===== config.mk =====
export PLATFORM = sky130hd
export DESIGN_NAME = man_rx_sched
export DESIGN_NICKNAME = d
export VERILOG_FILES = /design/src/rtl/man_sched_pkg.sv /design/src/rtl/man_rr_pick.sv /design/src/rtl/man_rx_sched.sv
export SDC_FILE = /design/constraint.sdc
export NUM_CORES = 1
export LEC_CHECK = 0
export ABC_AREA = 0
export BUFFER_PORTS_ARGS = -buffer_cell sky130_fd_sc_hd__buf_2
export CORE_ASPECT_RATIO = 2
export CORE_UTILIZATION = 49
export DETAILED_ROUTE_END_ITERATION = 7
export PLACE_DENSITY = 0.79
export SYNTH_ARGS = -nofsm -noshare
export SYNTH_HDL_FRONTEND = slang
export SYNTH_SLANG_ARGS = --single-unit

===== constraint.sdc =====
create_clock -name I_sys_clk -period 2.4 [get_ports I_sys_clk]
set_input_delay 0.12 -clock I_sys_clk [delete_from_list [all_inputs] [get_ports I_sys_clk]]
set_output_delay 0.12 -clock I_sys_clk [all_outputs]
set_load 0.005 [all_outputs]

===== src/rtl/man_sched_pkg.sv =====
// Shared types and constants for the Manchester receive scheduler.
package man_sched_pkg;

    // Scheduler states.
    typedef enum logic [2:0] {
        ST_IDLE   = 3'd0,
        ST_SWITCH = 3'd1,
        ST_LISTEN = 3'd2,
        ST_RECV   = 3'd3,
        ST_HOLD   = 3'd4
    } sched_state_e;

    // Cycles the sampler is held in reset while the line mux changes.
    localparam int C_SWITCH_CYC = 2;

    // Width of the saturating frame-timeout counter.
    localparam int C_ERR_W = 8;

    // Default parameter values.
    localparam int C_CH_NUM_DEF   = 4;
    localparam int C_IDLE_TO_DEF  = 64;
    localparam int C_FRAME_TO_DEF = 128;

endpackage


===== src/rtl/man_rr_pick.sv =====
// Round-robin picker: nearest enabled channel strictly after the current one,
// wrapping around; returns the current channel if it is the only one enabled.
module man_rr_pick #(
    parameter int P_CH_NUM = 4,
    parameter int P_CH_W   = 2
) (
    input  logic [P_CH_NUM-1:0] i_enable,
    input  logic [P_CH_W-1:0]   i_cur,
    output logic [P_CH_W-1:0]   o_next,
    output logic                o_any_en
);

    function automatic logic [P_CH_W-1:0] f_wrap(input int v);
        return P_CH_W'(v % P_CH_NUM);
    endfunction

    // Scan from the furthest candidate to the nearest so the nearest enabled one wins.
    always_comb begin
        o_next   = i_cur;
        o_any_en = |i_enable;
        for (int k = P_CH_NUM; k >= 1; k--) begin
            if (i_enable[f_wrap(int'(i_cur) + k)]) begin
                o_next = f_wrap(int'(i_cur) + k);
            end
        end
    end

endmodule


===== src/rtl/man_rx_sched.sv =====
// Time-shares one Manchester sampler among several CCDL receive lines:
// selects a line, waits for a frame header, captures the sampled word with
// its channel tag and hands it downstream.
//
// Output handshake: O_word_valid rises with O_word_data/O_word_ch stable and
// they stay unchanged until a cycle where O_word_valid and I_word_ready are
// both 1; that cycle is the single transfer, and O_word_valid is 0 after it.
module man_rx_sched
    import man_sched_pkg::*;
#(
    parameter int P_CH_NUM   = C_CH_NUM_DEF,
    parameter int P_CH_W     = 2,
    parameter int P_IDLE_TO  = C_IDLE_TO_DEF,
    parameter int P_FRAME_TO = C_FRAME_TO_DEF
) (
    input  logic                I_sys_clk,
    input  logic                I_rst,
    input  logic [P_CH_NUM-1:0] I_ccdl_in,
    input  logic [P_CH_NUM-1:0] I_ch_enable,
    output logic                O_ccdl_sel,
    output logic                O_smp_rst_n,
    input  logic [31:0]         I_sample_data,
    input  logic                I_sample_valid,
    output logic [31:0]         O_word_data,
    output logic [P_CH_W-1:0]   O_word_ch,
    output logic                O_word_valid,
    input  logic                I_word_ready,
    output logic [P_CH_W-1:0]   O_cur_ch,
    output logic                O_busy,
    output logic [C_ERR_W-1:0]  O_err_cnt
);

    localparam int C_IDLE_W = $clog2(P_IDLE_TO);
    localparam int C_FRM_W  = $clog2(P_FRAME_TO);
    localparam int C_SW_W   = (C_SWITCH_CYC > 1) ? $clog2(C_SWITCH_CYC) : 1;

    sched_state_e          r_state;
    sched_state_e          w_state_nxt;
    logic [P_CH_W-1:0]     r_cur_ch;
    logic [P_CH_W-1:0]     w_ch_nxt;
    logic [P_CH_W-1:0]     w_pick;
    logic                  w_any_en;
    logic                  w_cur_en;
    logic                  w_rise;
    logic                  w_idle_to;
    logic                  w_frame_to;
    logic                  w_sw_done;
    logic                  w_go_next;
    logic                  w_capture;
    logic                  w_err_inc;
    logic                  w_line_on;
    logic [C_IDLE_W-1:0]   r_idle_cnt;
    logic [C_FRM_W-1:0]    r_frame_cnt;
    logic [C_SW_W-1:0]     r_sw_cnt;
    logic                  r_ccdl_sel;
    logic                  r_sel_prev;
    logic [31:0]           r_word_data;
    logic [P_CH_W-1:0]     r_word_ch;
    logic [C_ERR_W-1:0]    r_err_cnt;

    man_rr_pick #(
        .P_CH_NUM (P_CH_NUM),
        .P_CH_W   (P_CH_W)
    ) u_pick (
        .i_enable (I_ch_enable),
        .i_cur    (r_cur_ch),
        .o_next   (w_pick),
        .o_any_en (w_any_en)
    );

    assign w_cur_en   = I_ch_enable[r_cur_ch];
    assign w_rise     = r_ccdl_sel & ~r_sel_prev;
    assign w_idle_to  = (r_idle_cnt == C_IDLE_W'(P_IDLE_TO - 1));
    assign w_frame_to = (r_frame_cnt == C_FRM_W'(P_FRAME_TO - 1));
    assign w_sw_done  = (r_sw_cnt == C_SW_W'(C_SWITCH_CYC - 1));
    assign w_line_on  = (w_state_nxt == ST_LISTEN) || (w_state_nxt == ST_RECV) ||
                        (w_state_nxt == ST_HOLD);

    // Next-state and channel selection; an abort (enable dropped) beats everything in LISTEN/RECV.
    always_comb begin
        w_state_nxt = r_state;
        w_ch_nxt    = r_cur_ch;
        w_go_next   = 1'b0;
        w_capture   = 1'b0;
        w_err_inc   = 1'b0;
        case (r_state)
            ST_IDLE: begin
                w_go_next = w_any_en;
            end
            ST_SWITCH: begin
                if (w_sw_done) begin
                    w_state_nxt = ST_LISTEN;
                end
            end
            ST_LISTEN: begin
                if (!w_cur_en) begin
                    w_go_next = 1'b1;
                end else if (w_rise) begin
                    w_state_nxt = ST_RECV;
                end else if (w_idle_to) begin
                    w_go_next = 1'b1;
                end
            end
            ST_RECV: begin
                if (!w_cur_en) begin
                    w_go_next = 1'b1;
                end else if (I_sample_valid) begin
                    w_capture   = 1'b1;
                    w_state_nxt = ST_HOLD;
                end else if (w_frame_to) begin
                    w_err_inc = 1'b1;
                    w_go_next = 1'b1;
                end
            end
            ST_HOLD: begin
                w_go_next = I_word_ready;
            end
            default: begin
                w_state_nxt = ST_IDLE;
            end
        endcase
        if (w_go_next) begin
            if (w_any_en) begin
                w_state_nxt = ST_SWITCH;
                w_ch_nxt    = w_pick;
            end else begin
                w_state_nxt = ST_IDLE;
            end
        end
    end

    // State and owned-channel registers.
    always_ff @(posedge I_sys_clk) begin
        if (I_rst) begin
            r_state  <= ST_IDLE;
            r_cur_ch <= '0;
        end else begin
            r_state  <= w_state_nxt;
            r_cur_ch <= w_ch_nxt;
        end
    end

    // Switch, idle and frame counters; each restarts from 0 on entry to its state.
    always_ff @(posedge I_sys_clk) begin
        if (I_rst) begin
            r_sw_cnt    <= '0;
            r_idle_cnt  <= '0;
            r_frame_cnt <= '0;
        end else begin
            r_sw_cnt    <= (r_state == ST_SWITCH) ? r_sw_cnt + 1'b1 : '0;
            r_idle_cnt  <= (r_state == ST_LISTEN) ? r_idle_cnt + 1'b1 : '0;
            r_frame_cnt <= (r_state == ST_RECV) ? r_frame_cnt + 1'b1 : '0;
        end
    end

    // Registered line mux plus header edge history; history reads "high" outside
    // LISTEN so a line already high on arrival is not taken as a header.
    always_ff @(posedge I_sys_clk) begin
        if (I_rst) begin
            r_ccdl_sel <= 1'b0;
            r_sel_prev <= 1'b1;
        end else begin
            r_ccdl_sel <= w_line_on ? I_ccdl_in[r_cur_ch] : 1'b0;
            r_sel_prev <= (r_state == ST_LISTEN) ? r_ccdl_sel : 1'b1;
        end
    end

    // Output word register, loaded once per captured frame.
    always_ff @(posedge I_sys_clk) begin
        if (I_rst) begin
            r_word_data <= '0;
            r_word_ch   <= '0;
        end else if (w_capture) begin
            r_word_data <= I_sample_data;
            r_word_ch   <= r_cur_ch;
        end
    end

    // Saturating frame-timeout counter.
    always_ff @(posedge I_sys_clk) begin
        if (I_rst) begin
            r_err_cnt <= '0;
        end else if (w_err_inc && (r_err_cnt != '1)) begin
            r_err_cnt <= r_err_cnt + 1'b1;
        end
    end

    assign O_ccdl_sel   = r_ccdl_sel;
    assign O_smp_rst_n  = (r_state == ST_LISTEN) || (r_state == ST_RECV) || (r_state == ST_HOLD);
    assign O_word_valid = (r_state == ST_HOLD);
    assign O_busy       = (r_state == ST_RECV) || (r_state == ST_HOLD);
    assign O_word_data  = r_word_data;
    assign O_word_ch    = r_word_ch;
    assign O_cur_ch     = r_cur_ch;
    assign O_err_cnt    = r_err_cnt;

endmodule


==> reports/metrics.cfg, run 1 <==
[worst_setup_path]
startpoint = r_frame_cnt[0]
worstSetupEndpoint = O_err_cnt[6]
slowest_stage = nor4_4
worstPathMaxFanout = 6
r2r_cells = 6
path_buf_inv = 0
cp.depth = 6
timing.rr.end = O_err_cnt[6]
rrSetupSlack_ns = 0.32
path_cells = ha_1 > nand3_1 > nor4_4 > nand3_2 > or4_1 > a21oi_1
required_ns = 2.68
arrival_ns = 2.37
start_kind = flop
crit_type = reg2reg
critPathMaxStageDelay_ns = 0.47
rr_startpoint = r_frame_cnt[0]
endpoint_kind = flop
cpLargestDelayFamily = simple AND/OR/NAND/NOR gates

[synth]
ys_seq_elements = 63
syn_area_per_cell_um2 = 8.36
synth_area_leaders = dfxtp_1 (48%), nand2_1 (11%), a21oi_1 (8.3%)
yosysSeqAreaShare = 0.476
synth_area_um2 = 2650
yosysWarnings = 0
synth_cells = 317
synthesis.nets = 364
ys_types = 41
synth-edff-count = 0
yosys_most_used_dff = dfxtp_1
yosysTopAreaCellShare = 0.476
async_flop_share = 0
synth_top_cell_by_area = dfxtp_1

[detailed_routing]
via_per_inst = 5.28
drt-initial-drc-count = 67
vias = 2589
routed_wl_um = 6520
drc_errors = 0
wl_per_cell_um = 13.3
first_pass_iters = 4
detail-route-antenna-nets = 0

[sta]
fin_crit_sh = 0.867
timing.fmax_ghz = 0.481
worst_pin_slew_ns = 0.487
grt_setup_unrepaired = false
tns_ns = 0
slew_headroom = 0.675
finalMaxSlewViolations = 0
finalWorstSetupSlack_ns = 0.320
fin_crit_ns = 2.08
finClkSkew_ns = 0.00609
setup_viol = 0
hold_viol = 0

[clock_tree]
root_buffer = clkbuf_8
clock_path_buffers = 2
cts_tree = done
insertion_delay_ns = 0.35
cts_sinks = 63
numCtsBuffers = 9
post_cts_buffers = 0
clk_pin_slew_worst_paths_ns = 0.07
htreeDepth = 3

[floorplan]
ioPinCount = 92
rows = 37
die-area_um2 = 5730
die_x_um = 54.0
start_util = 0.511
core_area_um2 = 5180
fp.dieH_um = 106

[place]
place_ws_ns = 0.340
placed_cell_area_um2 = 3150
port_buffers = 91
place.gp.congestion = 0.787
hpwl_um = 4420

[min_path]
hold_depth = 3
hold_path.class = in2reg

[power_and_ir_drop]
p_leak_uw = 0.00154
p_per_area_nw_per_um2 = 623
vdd_drop_max_uv = 512

[cells_and_area]
design_area_um2 = 3550
fin_nets = 474
drive_above_1_share = 0.287
nFillCells = 433
syn2layout_area_growth_pct = 33.7
n_antenna_cell = 0

[global_routing]
grt_usage = 0.251
grt-ovfl-total = 0
grt_pass1_wl_um = 10400
grt_max_degree = 36
grt_pass1_vias = 2459
antenna_found_initial = 0

[run]
maxCapViolations = 0

[status]
status = finished, final reports clean

[worst min-delay path by stage]
stage	from	end
2_1_floorplan	I_sample_data[0]	O_word_data[0]
3_3_place_gp	I_sample_data[10]	O_word_data[10]
3_5_place_dp	I_sample_data[14]	O_word_data[14]
4_1_cts	I_sample_data[12]	O_word_data[12]
5_1_grt	I_sample_data[4]	O_word_data[4]
6_report	I_sample_data[23]	O_word_data[23]
[state kept, by name (all words and copies together), names as in the netlist]
register and cells:
r_idle_cnt 6, r_sw_cnt 1, O_err_cnt 8, r_state 3
O_word_ch 2, r_frame_cnt 7, r_sel_prev 1, O_cur_ch 2
O_ccdl_sel 1, O_word_data 32
[power breakdown]
group          leakage [µW]  internal [µW]  switching (µW)
clock network      0.000100            503             396
registers          0.000508           1060            12.8
logic              0.000928            124             116
total               0.00154           1690             525
[repair_timing]
| item | CTS | global route |
|---|---|---|
| gates resized for setup | 0 | 0 |
| hold endpoints to repair | 21 | 0 |
| hold buffers | 21 | 0 |
[layer usage]
metal  part of all wire  track usage
met3              0.042       0.0572
met4              0.029        0.143
met1               0.36        0.231
met5                  0            0
met2               0.57        0.460
[metrics by stage]
step	cells	hold WS [ns]	utilization	total power, µW
finish	490	0.00769	0.684	2210
floorplan	317	0.256	-	1230
global route	490	0.0112	0.684	2300
detailed placement	453	0.366	0.607	1310
global placement	453	0.360	0.607	1300
CTS	490	0.0000119	0.684	2230
[area by class of cell]
type / count / area [µm²] / area share
clock inverters: 4 / 45.0 / 0.0127
multi-input cells: 231 / 1300 / 0.367
clock buffers: 12 / 145 / 0.0409
well taps: 58 / 72.6 / 0.0205
repair buffers: 117 / 703 / 0.198
flip-flops and latches: 63 / 1260 / 0.356
inverters: 5 / 18.8 / 0.00529
[cell usage in the layout (no fill, tap or decap), types with 4 or more instances in the layout]
master,n
or3_1,5
buf_4,5
nand2b_1,4
clkbuf_8,10
a21oi_1,44
xnor2_1,5
nor2b_1,4
inv_1,5
buf_2,91
o21ai_0,6
dlygate4sd3_1,21
nor2_1,29
nand2_1,78
dfxtp_1,63
nand3_1,6
xor2_1,6
[cells by family (layout without fill, tap and decap cells)]
logic type	count (synthesis)	count (layout)	share of synthesized area
DFF	63	63	0.476
muxes	4	4	0.0250
xor gates and xnor gates	11	11	0.0363
buffers and inverters	23	138	0.0349
adders and majority gates	3	3	0.0142
AOI/OAI and AO/OA	63	63	0.145
and+or+nand+nor	150	150	0.269
[cells in the mapped netlist (2+ instances only)]
cell and n:
nand2_1 78, dfxtp_1 63, a21oi_1 44, nor2_1 30
clkbuf_1 13, nand3_1 6, o21ai_0 6, xor2_1 6
buf_2 5, inv_1 5, or3_1 5, xnor2_1 5
nand2b_1 4, nor2b_1 4, and3_1 3, ha_1 3
nand4_1 3, o31ai_1 3, or2_2 3, a211oi_1 2
a22o_1 2, mux4_2 2, nor3_1 2, or2b_1 2
or4_1 2
[worst reg2reg max path, delay by kind of cell (launching register included)]
| family | cells | cell delay (ns) |
|---|---|---|
| fa+ha+maj | 1 | 0.20 |
| flops | 1 | 0.35 |
| compound gates | 1 | 0.15 |
| simple gates | 4 | 1.32 |
No activity file was read; power rests on OpenSTA's default activity.
==> inputs of run 2 (changes only) <==
Settings changed: BUFFER_PORTS_ARGS -buffer_cell sky130_fd_sc_hd__buf_2 to default, CORE_UTILIZATION 49 to 60, DONT_BUFFER_PORTS from default to 1, PLACE_DENSITY 0.79 to 0.77.
==> run 2 against run 1 <==
  * Combinational power is 10% lower
  * Design area is 9.3% lower
  * Highest routed layer is now met5
  * Clock-buffer cell count stayed put
  * Cell count is 17% lower
  * Critical path type unchanged
  * Flip-flop and latch count stayed put
  * Die area is 18% lower
  * First-iteration DRC count is 6.0% higher
  * Setup slack worse by 0.036 ns
  * Register-to-register slack worse by 0.04 ns
  * Global-route usage is 3.7 points higher
  * Critical endpoint is now O_err_cnt[4]
  * Total power is 1.2% lower
==> reports/metrics.cfg, run 2 (same netlist as run 1, synthesis figures left out) <==
[clock_tree]
clk_pin_slew_worst_paths_ns = 0.07
cts_tree = done
insertion_delay_ns = 0.34
cts_hold_buf = 34
numCtsBuffers = 9
root_buffer = clkbuf_8
clock_path_buffers = 2
post_cts_buffers = 0
cts_sinks = 63
htreeDepth = 3
ctsResizeCount = 0

[cells_and_area]
layout.cells.non_filler = 405
final_common_cell = nand2_1
n_antenna_cell = 0
final_cell_mix = nand2_1 (78), dfxtp_1 (63), a21oi_1 (44)
syn2layout_area_growth_pct = 21.3
largest_reg_flops = 32
fin_nets = 395
drive_above_1_share = 0.0935
seq_area_um2 = 1260
final_util = 0.771
multi_input_area_um2 = 1300
nFillCells = 282

[worst_setup_path]
startpoint = r_frame_cnt[0]
rr_startpoint = r_frame_cnt[0]
crit_type = reg2reg
cpLargestDelayFamily = simple AND/OR/NAND/NOR gates
path_cells = ha_1 > nand3_1 > nor4_4 > nand3_2 > or4_1 > a21oi_1
path_buf_inv = 0
endpoint_kind = flop
arrival_ns = 2.39
slowest_stage = nor4_4
required_ns = 2.67
worstPathMaxFanout = 6
critPathMaxStageDelay_ns = 0.46
start_kind = flop

[detailed_routing]
drt-initial-drc-count = 71
wl_per_cell_um = 15.8
routed_wl_um = 6380
vias = 2324
drc_errors = 0
first_pass_iters = 4
detail-route-antenna-nets = 0
via_per_inst = 5.74

[sta]
slew_headroom = 0.689
tns_ns = 0
worst_pin_slew_ns = 0.467
fin_crit_sh = 0.882
fin_crit_ns = 2.12
grt_setup_unrepaired = false
finalMaxSlewViolations = 0
finClkSkew_ns = 0.00861
timing.fmax_ghz = 0.472
hold_viol = 0
setup_viol = 0

[floorplan]
rows = 33
ioPinCount = 92
die-area_um2 = 4700
core_area_um2 = 4170
die_x_um = 49.0
start_util = 0.636
fp.dieH_um = 96.0

[power_and_ir_drop]
vdd_drop_max_uv = 576
p_per_area_nw_per_um2 = 679
p_leak_uw = 0.00115

[global_routing]
grt_pass1_vias = 2250
grt_max_degree = 47
antenna_found_initial = 1
grt_usage = 0.287
grt-ovfl-total = 0
grt_pass1_wl_um = 9990

[status]
status = finished, final reports clean

[place]
place.gp.congestion = 0.836
dpl.cell_count = 355
hpwl_um = 3890
port_buffers = 0

[run]
maxCapViolations = 0

[min_path]
hold_path.class = in2reg
hp-start = I_rst

==> run 2: cell types whose count changed in the layout (fill, tap and decap cells not counted) <==
| cell | previous run | this run |
|---|---|---|
| buf_2 | 91 | 0 |
| dlygate4sd3_1 | 21 | 33 |
| buf_12 | 0 | 1 |
| buf_4 | 5 | 4 |
==> run 2: layout make-up <==
class	instances	share of cell area
Timing Repair Buffer	38	0.118
Clock inverter	4	0.0140
Sequential cell	63	0.392
Clock buffer	12	0.0451
Multi-Input combinational cell	231	0.404
Inverter	5	0.00584
Tap cell	52	0.0202
==> run 2: per-layer routing <==
layer / vias up / wire, µm / global-route usage
li1: 1135 / - / -
met1: 1076 / 2260 / 0.267
met2: 89 / 3440 / 0.520
met3: 22 / 460 / 0.118
met4: 2 / 204 / 0.167
met5: - / 10 / 0
==> run 2: path summary, 6_finish.rpt <==
kind | to | slack (ns) | cells after the start
worst max-delay path | O_err_cnt[4] | 0.28 | 6
worst min-delay path | O_cur_ch[0] | 0.01 | 2
worst max register to register | O_err_cnt[4] | 0.28 | 6
worst min register to register | r_idle_cnt[0] | 0.44 | 1
==> run 2: per-stage QoR <==
stage                     setup slack, ns  power (µW)  area (µm²)  hold WS (ns)
after floorplan                     0.503        1230        2650         0.256
final                               0.283        2180        3220        0.0140
after detailed placement            0.326        1250        2680         0.197
after global placement              0.424        1250        2680         0.196
after global routing               0.0929        2250        3220        0.0413
after CTS                           0.284        2190        3220       0.00715
==> run 2: where the power goes <==
group	internal (µW)	switching, µW	leakage (µW)
clock network	503	393	0.000100
registers	1060	13.4	0.000508
logic	111	105	0.000546
==> run 2: worst reg2reg max path, delay by kind of cell (launching register included) <==
| family | cells | cell delay (ns) |
|---|---|---|
| and+or+nand+nor | 4 | 1.32 |
| AOI/OAI and AO/OA | 1 | 0.18 |
| DFF | 1 | 0.35 |
| adders and majority gates | 1 | 0.19 |
==> inputs of run 3 (changes only) <==
Clock period 2.4 ns to 2.7 ns, I/O delays scaled along.
==> run 3 against run 2 <==
  * Sequential power is 11% lower
  * Die area stayed put
  * Via count is 1.2% higher
  * Setup slack better by 0.31 ns
  * Total power is 1.7% lower
  * Hold slack better by 0.014 ns
  * Wire length is 5.0% higher
  * Utilization is 0.90 points higher
  * Clock skew is 0.0027 ns lower
  * Flip-flop and latch count stayed put
  * Register-to-register slack better by 0.31 ns
  * Critical path type unchanged
  * Critical endpoint is now O_word_data[8]
  * Largest power group is now the clock network
==> reports/metrics.cfg, run 3 (same netlist as run 1, synthesis figures left out) <==
[status]
status = finished, final reports clean

[place]
hpwl_um = 4050
dpl.cell_count = 354
place.gp.congestion = 0.834
port_buffers = 0
placed_cell_area_um2 = 2670

[worst_setup_path]
slowest_stage = mux4_2
start_kind = flop
crit_type = reg2reg
arrival_ns = 2.38
critPathMaxStageDelay_ns = 0.61
path_cells = mux4_2 > nand2_1 > or2_2 > nand2_1 > a21oi_1
rrSetupSlack_ns = 0.59
endpoint_kind = flop
required_ns = 2.97
cpMostUsedCell = nand2_1
worstPathMaxFanout = 34

[cells_and_area]
drive_above_1_share = 0.0969
layout.cells.non_filler = 403
nFillCells = 312
n_antenna_cell = 0
fin_nets = 393
final_common_cell = nand2_1
final_cell_mix = nand2_1 (78), dfxtp_1 (63), a21oi_1 (44)
design_area_um2 = 3250
syn2layout_area_growth_pct = 22.7
largest_reg_flops = 32

[global_routing]
grt_pass1_wl_um = 10300
grt-ovfl-total = 0
grt_pass1_vias = 2314
grt_usage = 0.294
antenna_found_initial = 0
grt_max_degree = 46

[power_and_ir_drop]
p_switching_uw = 473
vdd_drop_max_uv = 491
p_clk_frac = 0.468
finalPower_uw = 2150
swShare = 0.221
pwr-share-seq = 0.444
p_leak_uw = 0.00117
p_per_area_nw_per_um2 = 660
pwr-share-comb = 0.088
intPower_uw = 1670

[sta]
slew_headroom = 0.589
hold_ws_ns = 0.0278
fin_crit_ns = 2.11
finalMaxSlewViolations = 0
worst_pin_slew_ns = 0.617
grt_setup_unrepaired = false
fin_crit_sh = 0.782
finClkSkew_ns = 0.00593
timing.fmax_ghz = 0.474
hold_viol = 0
tns_ns = 0
setup_viol = 0

[detailed_routing]
via_per_inst = 5.84
drt-initial-drc-count = 57
wl_per_cell_um = 16.6
routed_wl_um = 6700
vias = 2352
drc_errors = 0
first_pass_iters = 5
detail-route-antenna-nets = 0

[floorplan]
rows = 33
die-area_um2 = 4700
fp.dieH_um = 96.0
ioPinCount = 92
start_util = 0.636
core_area_um2 = 4170
die_x_um = 49.0

[clock_tree]
clock_path_buffers = 2
cts_sinks = 63
clk_pin_slew_worst_paths_ns = 0.07
cts_tree = done
insertion_delay_ns = 0.34
htreeDepth = 3
numCtsBuffers = 9
ctsResizeCount = 0
root_buffer = clkbuf_8

[run]
maxCapViolations = 0

[min_path]
hold_path.class = in2reg

[run 3: cell count changes in the layout (fill, tap and decap cells not counted), sizes merged]
cell / previous run / this run
clkinvlp: 0 / 1
clkinv: 3 / 2
bufinv: 1 / 3
buf: 5 / 4
dlygate4sd3: 33 / 32
clkbuf: 12 / 10
[run 3: final cells by class]
class | count | area, µm² | share of cell area
well taps | 52 | 65.1 | 0.0200
clock buffers | 10 | 138 | 0.0423
repair buffers | 36 | 363 | 0.112
clock inverters | 6 | 108 | 0.0331
flip-flops and latches | 63 | 1260 | 0.388
inverters | 5 | 18.8 | 0.00577
multi-input cells | 231 | 1300 | 0.400
[run 3: worst paths after layout]
kind,start,endpoint,cells past startpoint
setup / recovery,O_cur_ch[0],O_word_data[8],5
hold / removal,I_rst,r_state[1],2
setup reg to reg,O_cur_ch[0],O_word_data[8],5
hold reg to reg,r_frame_cnt[0],r_frame_cnt[0],1
[run 3: metrics by stage]
| step | worst slack [ns] | utilization |
|---|---|---|
| finish | 0.589 | 0.780 |
| global route | 0.431 | 0.780 |
| CTS | 0.607 | 0.780 |
| detailed placement | 0.630 | 0.640 |
| global placement | 0.673 | 0.640 |
| floorplan | 0.803 | - |
[run 3: power by group through the flow]
stage          clock network (µW)  logic (µW)  registers (µW)
3_5_place_dp                    0         134             975
6_report                     1000         189             953
4_1_cts                      1010         185             954
3_3_place_gp                    0         132             973
2_1_floorplan                   0         119             970
5_1_grt                      1050         204             955
[run 3: per-layer routing]
layer  wire length, µm  part of all wire  vias to the layer above  GRT usage
met1              2370              0.35                     1113      0.275
li1                  -                 -                     1125          -
met3               419             0.063                       22     0.0869
met5                 0                 0                        -          0
met2              3710              0.55                       92      0.556
met4               202             0.030                        0      0.172
[run 3: worst max-delay path: cells and delay by family (launching register included)]
family / cells / cell delay, ns
AOI/OAI and AO/OA: 1 / 0.19
DFF: 1 / 0.35
muxes: 1 / 0.61
and+or+nand+nor: 3 / 0.88
[run 3: timing repair]
item / 4_1_cts / 5_1_grt
hold buffers: 33 / 0
buffers inserted: 0 / 0
endpoints found under the hold margin: 45 / 0
